File: config.mk
export PLATFORM = sky130hd
export DESIGN_NAME = fifo_buf
export DESIGN_NICKNAME = d
export VERILOG_FILES = /design/src/rtl/fifo_buf.sv
export SDC_FILE = /design/constraint.sdc
export NUM_CORES = 1
export LEC_CHECK = 0
export BUFFER_PORTS_ARGS = -buffer_cell sky130_fd_sc_hd__buf_2
export CAP_MARGIN = 20
export CORE_UTILIZATION = 63
export DETAILED_ROUTE_END_ITERATION = 10
export PLACE_DENSITY = 0.79
export SLEW_MARGIN = 15
export SYNTH_ARGS = -nofsm -noshare
export SYNTH_HDL_FRONTEND = slang
export SYNTH_SLANG_ARGS = --single-unit
File: constraint.sdc
create_clock -name CLKEXT -period 6.03 [get_ports CLKEXT]
set_clock_uncertainty 0.2 [all_clocks]
set_input_delay 0.603 -clock CLKEXT [delete_from_list [all_inputs] [get_ports CLKEXT]]
set_output_delay 0.603 -clock CLKEXT [all_outputs]
set_load 0.05 [all_outputs]
File: src/rtl/fifo_buf.sv
// Synchronous result FIFO: single clock, registered read data and flags,
// sticky overflow/underflow. fifo_data feeds mux_out.
module fifo_buf #(
  parameter int DATA_W = 8,
  parameter int DEPTH  = 8,
  parameter int ADDR_W = 3
) (
  input  logic              CLKEXT,
  input  logic              RST_GLO,
  input  logic              clr,
  input  logic              wr_en,
  input  logic [DATA_W-1:0] din,
  input  logic              rd_en,
  output logic [DATA_W-1:0] fifo_data,
  output logic              full,
  output logic              empty,
  output logic [ADDR_W:0]   count,
  output logic              ovf,
  output logic              udf
);

  localparam logic [ADDR_W:0]   LP_DEPTH = (ADDR_W+1)'(DEPTH);
  localparam logic [ADDR_W:0]   LP_CNT1  = (ADDR_W+1)'(1);
  localparam logic [ADDR_W-1:0] LP_PTR1  = ADDR_W'(1);

  logic [DATA_W-1:0] r_mem [DEPTH];
  logic [ADDR_W-1:0] r_wptr;
  logic [ADDR_W-1:0] r_rptr;
  logic [ADDR_W:0]   r_count;
  logic              r_full;
  logic              r_empty;
  logic [DATA_W-1:0] r_data;
  logic              r_ovf;
  logic              r_udf;

  logic              w_push;
  logic              w_pop;
  logic [ADDR_W:0]   w_count_nxt;

  // A push at full is allowed only when a pop frees a slot in the same edge.
  assign w_push = wr_en & (~r_full | rd_en);
  assign w_pop  = rd_en & ~r_empty;

  always_comb begin
    w_count_nxt = r_count;
    case ({w_push, w_pop})
      2'b10:   w_count_nxt = r_count + LP_CNT1;
      2'b01:   w_count_nxt = r_count - LP_CNT1;
      default: w_count_nxt = r_count;
    endcase
  end

  // Storage array carries no reset; entries are only read after being written.
  always_ff @(posedge CLKEXT) begin
    if (w_push && !clr && !RST_GLO) begin
      r_mem[r_wptr] <= din;
    end
  end

  always_ff @(posedge CLKEXT or posedge RST_GLO) begin
    if (RST_GLO) begin
      r_wptr  <= '0;
      r_rptr  <= '0;
      r_count <= '0;
      r_full  <= 1'b0;
      r_empty <= 1'b1;
      r_data  <= '0;
      r_ovf   <= 1'b0;
      r_udf   <= 1'b0;
    end else if (clr) begin
      r_wptr  <= '0;
      r_rptr  <= '0;
      r_count <= '0;
      r_full  <= 1'b0;
      r_empty <= 1'b1;
      r_data  <= '0;
      r_ovf   <= 1'b0;
      r_udf   <= 1'b0;
    end else begin
      if (w_push) begin
        r_wptr <= r_wptr + LP_PTR1;
      end
      if (w_pop) begin
        r_data <= r_mem[r_rptr];
        r_rptr <= r_rptr + LP_PTR1;
      end
      r_count <= w_count_nxt;
      r_full  <= (w_count_nxt == LP_DEPTH);
      r_empty <= (w_count_nxt == '0);
      if (wr_en && !w_push) begin
        r_ovf <= 1'b1;
      end
      if (rd_en && !w_pop) begin
        r_udf <= 1'b1;
      end
    end
  end

  assign fifo_data = r_data;
  assign full      = r_full;
  assign empty     = r_empty;
  assign count     = r_count;
  assign ovf       = r_ovf;
  assign udf       = r_udf;

endmodule

==> summary.txt, run 1 <==
Outcome
  • Status: complete, but fails checks
  • Failing checks: design-rule violations

Route
  • Starting DRT DRC Count: 117
  • Final WL: slightly below 6 mm
  • Drc violations: 2
  • Wire per inst: 18.2 µm
  • Met3 WL post-DR: 176 µm
  • Routed Antenna Nets: 0
  • Drt pass-1 iters: 7
  • Met1 Wirelength: roughly 2.6 mm
  • Total number of vias: 1849
  • Vias/cell: 5.81
  • Routed length on met2: 2.90 mm
  • Top Layer Used: met4

Placement
  • Place WS: 3.17 ns
  • Quantity of I/O buffers inserted on ports: 28
  • RD Place Congestion: 0.723
  • Final HPWL DP: between 3 and 4 mm

Die
  • Cell Rows: 27
  • Core ar.: 5510 µm²
  • Io pins: 29
  • Initial Utilization: 0.650
  • Die area: ~6000 µm²
  • Die H: 77.4 µm
  • Chip width: a little under 80 µm

Power and ir drop
  • Max VDD drop: ~0.00022 V
  • P per Cell Area: around 340 nW/µm²
  • Pleak: 0.00143 µW
  • Pwr Total: between 1000 and 1500 µW

STA
  • RSZ-0062 raised after global routing: no
  • Final hold slack: 0.224 ns
  • Max-slew violations: 0
  • Total negative setup slack: 0 ns
  • Max Clk Rate: roughly 0.41 GHz
  • Final period util: 0.407
  • Final Hold Fails: 0
  • Tmin final: 2.45 ns
  • Slew headroom: 0.372
  • Final setup fails: 0
  • Worst setup margin: 3.58 ns
  • Worst-Margin Slew: ~0.94 ns

Clocking
  • Root Driver: clkbuf_8
  • CTS H-tree lvls: 3
  • Setup Fix Bufs, Post-CTS: 0
  • Post-cts repair resize count: 0
  • CTS Sinks: 86
  • Worst-Skew Late Latency: approximately 0.35 ns
  • Clock-pin slew on the worst setup and hold paths: 0.09 ns
  • Hold_buf cts: 0
  • CTS buffer count: 9
  • CTS tree: built
  • CTS Buffer Depth: 2

Yosys
  • Post-Syn Instances: around 210
  • Syn_area_per_cell: 16.9 µm²
  • Post-synth cell types: 35
  • Mapped Area: approximately 3600 µm²
  • Synthesized Nets: roughly 230
  • FFs w/ async S/R, synth: 0.256
  • Post-synthesis sequential area ratio: 0.691
  • Prevailing post-synth register cell: edfxtp_1
  • Number of synthesized register bits: 86
  • Synth warn: 0
  • EDFF count, synth: 64

Layout
  • Layout Nets: 258
  • Antenna cell count: 0
  • Final Util: 0.719
  • Area of the multi-input gates: between 1000 and 1500 µm²
  • Ratio of cells with drive above 1 in the final layout: 0.289
  • FILL cells: 342
  • Area grow syn2layout: 10.6%
  • Register area: approximately 2500 µm²

Worst setup path
  • Crit-path leading delay family: flip-flops
  • Worst Setup End Kind: register
  • Slowest-stage cell, CP: dfstp_2
  • Worst setup SP type: register
  • Crit-path cells: nor2_1 > buf_4 > ha_1 > a21oi_1 > xor2_2 > xor2_1 > a32o_2 > nor3b_2
  • Worst path arrival time: 2.48 ns
  • Worst stage delay on the critical path: 0.60 ns
  • CP Data Required Time: 6.06 ns
  • CP bufs+invs: 1
  • Critical path class: reg2reg
  • CP max FO: 20

Worst hold path
  • Worst min-delay path category: in2async

Global routing
  • First-pass GRT wire length: just over 9 mm
  • Antenna violations before repair: 0
  • Largest net degree at the start of global routing: 24
  • Total track usage: 0.215
  • Number of global-route vias before repair: 1878
  • Remaining global-route overflow: 0

Run
  • Max-cap violations: 0
cells in the mapped netlist (2+ instances only):
| cell | count | area, µm² |
|---|---|---|
| clkbuf_1 | 6 | 22.5 |
| clkbuf_8 | 2 | 27.5 |
| a31oi_1 | 2 | 12.5 |
| edfxtp_1 | 64 | 1920 |
| buf_4 | 2 | 15.0 |
| o21ai_0 | 2 | 10.0 |
| nor2_1 | 27 | 101 |
| ha_1 | 4 | 50.1 |
| a211oi_1 | 8 | 60.1 |
| nor3_1 | 4 | 20.0 |
| inv_1 | 3 | 11.3 |
| xor2_1 | 6 | 52.6 |
| a21oi_1 | 4 | 20.0 |
| nand2_1 | 6 | 22.5 |
| nand3_1 | 3 | 15.0 |
| nand2b_1 | 4 | 25.0 |
| dfrtp_1 | 21 | 526 |
| mux2i_1 | 12 | 120 |
| mux4_2 | 16 | 360 |
placed cells by master (no fill, tap or decap), types with 2 or more instances in the layout:
cell and instances:
inv_4 2, nand2b_1 4, ha_1 4, dfrtp_1 20
o21ai_0 2, xor2_1 6, inv_1 3, mux2i_1 12
nand2_1 6, nor2_1 27, clkbuf_16 2, nor3_1 3
a211oi_1 8, a21oi_1 4, edfxtp_1 64, a31oi_1 2
clkbuf_8 10, buf_2 29, mux4_2 16, nand3_1 3
state kept, by name, indices dropped and copies added (netlist names):
register,count
fifo_data,8
empty,1
ovf,1
r_wptr,3
r_rptr,3
full,1
udf,1
r_mem,64
count,4
kinds of logic (layout without fill, tap and decap cells):
family                     Yosys count  after routing  share of synthesized area
AOI/OAI and AO/OA                   21             21                     0.0430
xor gates and xnor gates             8              8                     0.0217
adders and majority gates            4              4                     0.0140
buffers and inverters               15             49                     0.0259
DFF                                 86             86                      0.691
muxes                               29             29                      0.138
and+or+nand+nor                     49             49                     0.0661
stage by stage:
stage               cell area [µm²]  cells
finish                         3960    318
global route                   3960    318
CTS                            3950    317
detailed placement             3740    301
global placement               3740    301
floorplan                      3580    212
where the power goes:
part,switching (µW),internal (µW)
Combinational,132,85.9
Sequential,39.6,661
Clock,196,213
worst paths after layout:
check	slack, ns	depth (start not counted)	end	from
max	3.58	8	full	empty
min	0.22	2	fifo_data[1]	RST_GLO
max reg2reg	3.58	8	full	empty
min reg2reg	0.30	2	ovf	ovf
max in group asynchronous	4.82	2	r_rptr[0]	RST_GLO
min in group CLKEXT	0.30	2	ovf	ovf
area by class of cell:
cell class | instances | share of cell area
inverters | 3 | 0.00284
flip-flops and latches | 86 | 0.625
well taps | 72 | 0.0227
clock inverters | 3 | 0.00537
clock buffers | 13 | 0.0483
repair buffers | 30 | 0.0385
multi-input cells | 111 | 0.257
layer usage:
metal,GRT usage,up-vias
met3,0.0624,7
met1,0.275,937
met2,0.352,35
li1,-,870
met5,0,-
met4,0.0792,0
Power figures use the tool's default switching activity.
==> inputs of run 2 (changes only) <==
Settings changed: CORE_UTILIZATION 63 to 59, PLACE_DENSITY 0.79 to 0.75.
Clock period 6.03 ns to 2.3 ns, I/O delays scaled along.
==> run 2 against run 1 <==
The flow now finishes without violations; combinational power grew to 3.1 times the previous value; count of clock-buffer cells in the layout down 4; clock power increased by 140%; die area grew 6.6%; critical path depth rose by 2; core utilization decreased by 0.98 points; cell count grew 7.5%; non-clock buffer count grew 22; routed wire length rose by 9.0%.
==> summary.txt, run 2 (synthesized netlist as in run 1, its figures left out) <==
STA
  • Total negative setup slack: 0 ns
  • Final period util: 0.971
  • Worst setup margin: 0.0669 ns
  • Tmin final: ~2.2 ns
  • Max-slew violations: 0
  • Max Clk Rate: 0.448 GHz
  • RSZ-0062 raised after global routing: yes
  • Worst-Margin Slew: roughly 0.82 ns
  • Final setup fails: 0
  • Final Hold Fails: 0
  • Slew headroom: 0.455

Route
  • Wire per inst: between 15 and 20 µm
  • Drc violations: 0
  • Total number of vias: 1976
  • Routed Antenna Nets: 0
  • Drt pass-1 iters: 4
  • Vias/cell: approximately 5.8
  • Final WL: 6.29 mm
  • Starting DRT DRC Count: 116

Worst setup path
  • Worst setup SP type: input port
  • Slowest-stage cell, CP: dlygate4sd3_1
  • Crit-path cells: dlygate4sd3_1 > buf_6 > nor3b_4 > xor2_1 > ha_2 > a21oi_2 > xor2_2 > xor2_1 > a32o_2 > nor3b_2
  • CP most frequent cell: xor2_1
  • Crit-path leading delay family: buffers and inverters
  • CP max FO: 4
  • CP bufs+invs: 2
  • Worst path arrival time: approximately 2.3 ns
  • Worst Setup End Kind: register
  • Worst stage delay on the critical path: 0.54 ns
  • CP Data Required Time: about 2.3 ns
  • Critical path class: in2reg

Placement
  • Quantity of I/O buffers inserted on ports: 28
  • RD Place Congestion: 0.836
  • Placed cell area: 3860 µm²
  • Place WS: between 0.09 and 0.1 ns
  • Final HPWL DP: ~4.0 mm

Die
  • Core ar.: between 5000 and 6000 µm²
  • Io pins: 29
  • Chip width: 79.9 µm
  • Initial Utilization: 0.608
  • Die H: about 80 µm
  • Die area: 6380 µm²
  • Cell Rows: 28

Clocking
  • CTS buffer count: 9
  • CTS Buffer Depth: 2
  • Root Driver: clkbuf_8
  • Clock-pin slew on the worst setup and hold paths: 0.08 ns
  • CTS tree: built
  • Worst-Skew Late Latency: 0.34 ns
  • CTS Sinks: 86
  • CTS H-tree lvls: 3

Layout
  • Commonest non-fill, non-tap cell in the layout: edfxtp_1
  • Largest register FFs: 64
  • Largest reg by FF count: r_mem
  • Final Util: 0.709
  • Ratio of cells with drive above 1 in the final layout: 0.326
  • FILL cells: 393
  • Area grow syn2layout: 16.6%
  • Antenna cell count: 0
  • Most frequent cells in the layout: edfxtp_1, nor2_1, buf_2, dfrtp_1, mux4_2
  • Cell area after layout: 4180 µm²
  • Layout Nets: 280

Power and ir drop
  • Sw Ratio: 0.281
  • Max VDD drop: 0.000616 V
  • Combinational Power Share: 0.197
  • Pleak: ~0.0015 µW
  • Clock power frac: 0.286
  • Internal power: 2500 µW
  • Pwr Total: 3480 µW
  • Sequential fraction of design power: 0.517
  • Psw: 980 µW
  • P per Cell Area: 834 nW/µm²

Global routing
  • Largest net degree at the start of global routing: 24
  • Remaining global-route overflow: 0
  • Total track usage: 0.216
  • First-pass GRT wire length: 9.44 mm
  • Number of global-route vias before repair: 1846
  • Antenna violations before repair: 0

Outcome
  • Status: completed

Run
  • Max-cap violations: 0

Worst hold path
  • Worst min-delay path category: in2reg
## run 2: cell types whose count changed in the layout (fill, tap and decap cells not counted), moves of 2 or more
cell           delta
clkinvlp_4        +2
buf_4            +12
ha_1              -2
ha_2              +2
dlygate4sd3_1    +10
inv_4             -2
clkbuf_16         -2
buf_2             -2
## run 2: final cells by class
type	count	area, µm²	share of cell area
Sequential cell	86	2480	0.593
Multi-Input combinational cell	111	1040	0.250
Timing Repair Buffer	52	364	0.0872
Clock buffer	9	124	0.0297
Tap cell	75	93.8	0.0225
Clock inverter	6	62.6	0.0150
Inverter	3	11.3	0.00270
## run 2: worst min-delay path: cells and delay by family
family | cells | cell delay, ns
AND/OR/NAND/NOR | 1 | 0.09
buffers and inverters | 1 | 0.15
AO/OA/AOI/OAI | 1 | 0.05
## run 2: worst paths after layout
path | startpoint | end | slack (ns) | cells past startpoint
min in group asynchronous | RST_GLO | ovf | 0.40 | 3
hold / removal | wr_en | r_wptr[1] | 0.02 | 3
hold reg to reg | ovf | ovf | 0.32 | 2
setup reg to reg | empty | full | 0.08 | 8
max in group asynchronous | RST_GLO | fifo_data[3] | 0.99 | 3
setup / recovery | rd_en | full | 0.07 | 10
## run 2: what timing repair did
item,CTS,global route
setup buffers,0,1
hold endpoints to repair,86,0
setup endpoints to repair,0,4
resized for setup,0,4
hold buffers,10,0
## run 2: layer usage
metal  vias to the layer above  wire length [µm]  GRT usage
met3                        11               325     0.0503
li1                        908                 -          -
met1                      1001              2640      0.266
met4                         0                99     0.0857
met5                         -                 0          0
met2                        56              3230      0.368
## run 2: power by group through the flow
| stage | clock network (µW) | logic, µW | registers, µW |
|---|---|---|---|
| floorplan | 0 | 381 | 1970 |
| global placement | 0 | 655 | 1830 |
| detailed placement | 0 | 670 | 1830 |
| CTS | 1010 | 685 | 1800 |
| global route | 1090 | 737 | 1810 |
| finish | 997 | 686 | 1800 |
## run 2: through the flow
step	hold WS [ns]	std cells
2_1_floorplan	0.0185	212
3_3_place_gp	0.245	316
3_5_place_dp	0.247	316
4_1_cts	0.00635	341
5_1_grt	0.0256	342
6_report	0.0231	342
==> inputs of run 3 (changes only) <==
Settings changed: BUFFER_PORTS_ARGS -buffer_cell sky130_fd_sc_hd__buf_2 to unset, CORE_UTILIZATION 59 to 62, DONT_BUFFER_PORTS set to 1, PLACE_DENSITY 0.75 to 0.74.
==> run 3 against run 2 <==
Routed wire length down 2.0%; setup slack lost 0.014 ns; via count decreased by 1.0%; cell count fell by 5.8%; combinational power decreased by 17%.
==> summary.txt, run 3 (synthesized netlist as in run 1, its figures left out) <==
STA
  • Final hold slack: around 0.064 ns
  • Max-slew violations: 0
  • Worst-Margin Slew: roughly 0.9 ns
  • RSZ-0062 raised after global routing: yes
  • Final period util: 0.977
  • Slew headroom: 0.397
  • Final Hold Fails: 0
  • Tmin final: 2.25 ns
  • Max Clk Rate: 0.445 GHz
  • Final setup fails: 0

Route
  • Drt pass-1 iters: 4
  • Final WL: 6.17 mm
  • Drc violations: 0
  • Wire per inst: 19.1 µm
  • Routed Antenna Nets: 0
  • Vias/cell: around 6
  • Starting DRT DRC Count: 107
  • Total number of vias: 1956

Global routing
  • First-pass GRT wire length: 9.89 mm
  • Number of global-route vias before repair: between 2k and 2.5k
  • Antenna violations before repair: 0
  • Remaining global-route overflow: 0
  • Largest net degree at the start of global routing: 23
  • Total track usage: 0.229

Die
  • Die area: 6080 µm²
  • Chip width: 78.0 µm
  • Cell Rows: 27
  • Core ar.: between 5000 and 6000 µm²
  • Initial Utilization: 0.646
  • Die H: 78.0 µm
  • Io pins: 29

Layout
  • Most frequent cells in the layout: edfxtp_1, nor2_1, dfrtp_1, buf_4, mux4_2
  • Commonest non-fill, non-tap cell in the layout: edfxtp_1
  • Largest register FFs: 64
  • Area grow syn2layout: 14.7%
  • Largest reg by FF count: r_mem
  • Ratio of cells with drive above 1 in the final layout: 0.264
  • Layout Nets: about 260
  • Register area: ~2500 µm²
  • Area of the multi-input gates: 1030 µm²
  • Final non-filler cell total: 322
  • Antenna cell count: 0
  • FILL cells: 366

Outcome
  • Status: completed

Power and ir drop
  • Max VDD drop: 0.000526 V
  • Pleak: between 0.001 and 0.0015 µW
  • Combinational Power Share: 0.163
  • Pwr Total: approximately 3500 µW
  • P per Cell Area: 849 nW/µm²
  • Clock power frac: 0.296
  • Sw Ratio: 0.283
  • Internal power: 2500 µW
  • Sequential fraction of design power: 0.542
  • Psw: 987 µW

Worst setup path
  • Critical path class: reg2reg
  • CP Data Required Time: 2.30 ns
  • Crit-path leading delay family: XOR/XNOR gates
  • Worst setup SP type: register
  • CP max FO: 4
  • Worst stage delay on the critical path: between 0.4 and 0.5 ns
  • Worst Setup End Kind: register
  • CP most frequent cell: xor2_1
  • Crit-path cells: nor3b_4 > xor2_1 > ha_2 > a21oi_2 > xor2_2 > xor2_1 > a32o_2 > nor3b_2
  • CP bufs+invs: 0
  • Worst path arrival time: 2.25 ns
  • Slowest-stage cell, CP: dfstp_4

Clocking
  • Clock-pin slew on the worst setup and hold paths: 0.08 ns
  • CTS Buffer Depth: 2
  • Root Driver: clkbuf_8
  • CTS H-tree lvls: 3
  • CTS tree: built
  • CTS buffer count: 9
  • CTS Sinks: 86
  • Worst-Skew Late Latency: 0.34 ns
  • Setup Fix Bufs, Post-CTS: 0

Placement
  • Final HPWL DP: 4.04 mm
  • DP Cell Count: 294
  • RD Place Congestion: 0.854
  • Quantity of I/O buffers inserted on ports: 0

Worst hold path
  • Worst min-delay path category: in2reg

Run
  • Max-cap violations: 0
[run 3: stage by stage]
step                      setup WS [ns]  TNS, ns  utilization  instance area, µm²
after floorplan                 -0.0217  -0.0217            -                3600
after global placement            0.135        0        0.683                3790
after detailed placement         0.0948        0        0.683                3790
after CTS                        0.0447        0        0.741                4100
after global routing            -0.0195  -0.0195        0.741                4110
final                            0.0532        0        0.741                4110
[run 3: path summary, 6_finish.rpt]
path,depth (start not counted),from,slack (ns),to
setup / recovery,8,empty,0.05,full
hold reg to reg,2,r_wptr[0],0.41,r_wptr[0]
max in group asynchronous,2,RST_GLO,1.04,fifo_data[3]
min in group asynchronous,2,RST_GLO,0.32,udf
setup reg to reg,8,empty,0.05,full
hold / removal,3,rd_en,0.06,r_wptr[1]
[run 3: worst register-to-register path, cell delays in order (launching register included)]
cell     delay, ns
dfstp_4       0.49
nor3b_4       0.22
xor2_1        0.21
ha_2          0.21
a21oi_2       0.04
xor2_2        0.16
xor2_1        0.15
a32o_2        0.28
nor3b_2       0.15
[run 3: routing by layer]
layer	vias to the layer above	routed length (µm)	GRT usage
li1	881	-	-
met1	993	2610	0.290
met2	68	3150	0.379
met3	14	257	0.0576
met4	0	144	0.0963
met5	-	0	0
[run 3: repair_timing]
item | in CTS | in global routing
hold endpoints to repair | 107 | 0
endpoints found under the setup margin | 0 | 1
resized for setup | 0 | 1
hold buffers | 12 | 0
[run 3: area by class of cell]
cell class | instances | area share
repair buffers | 34 | 0.0725
flip-flops and latches | 86 | 0.603
inverters | 3 | 0.00274
clock inverters | 7 | 0.0177
well taps | 72 | 0.0219
multi-input cells | 111 | 0.251
clock buffers | 9 | 0.0302
[run 3: power by group through the flow]
stage | combinational [µW] | clock [µW] | sequential [µW]
floorplan | 381 | 0 | 1970
global placement | 521 | 0 | 1920
detailed placement | 532 | 0 | 1920
CTS | 570 | 1050 | 1890
global route | 622 | 1090 | 1900
finish | 568 | 1030 | 1890
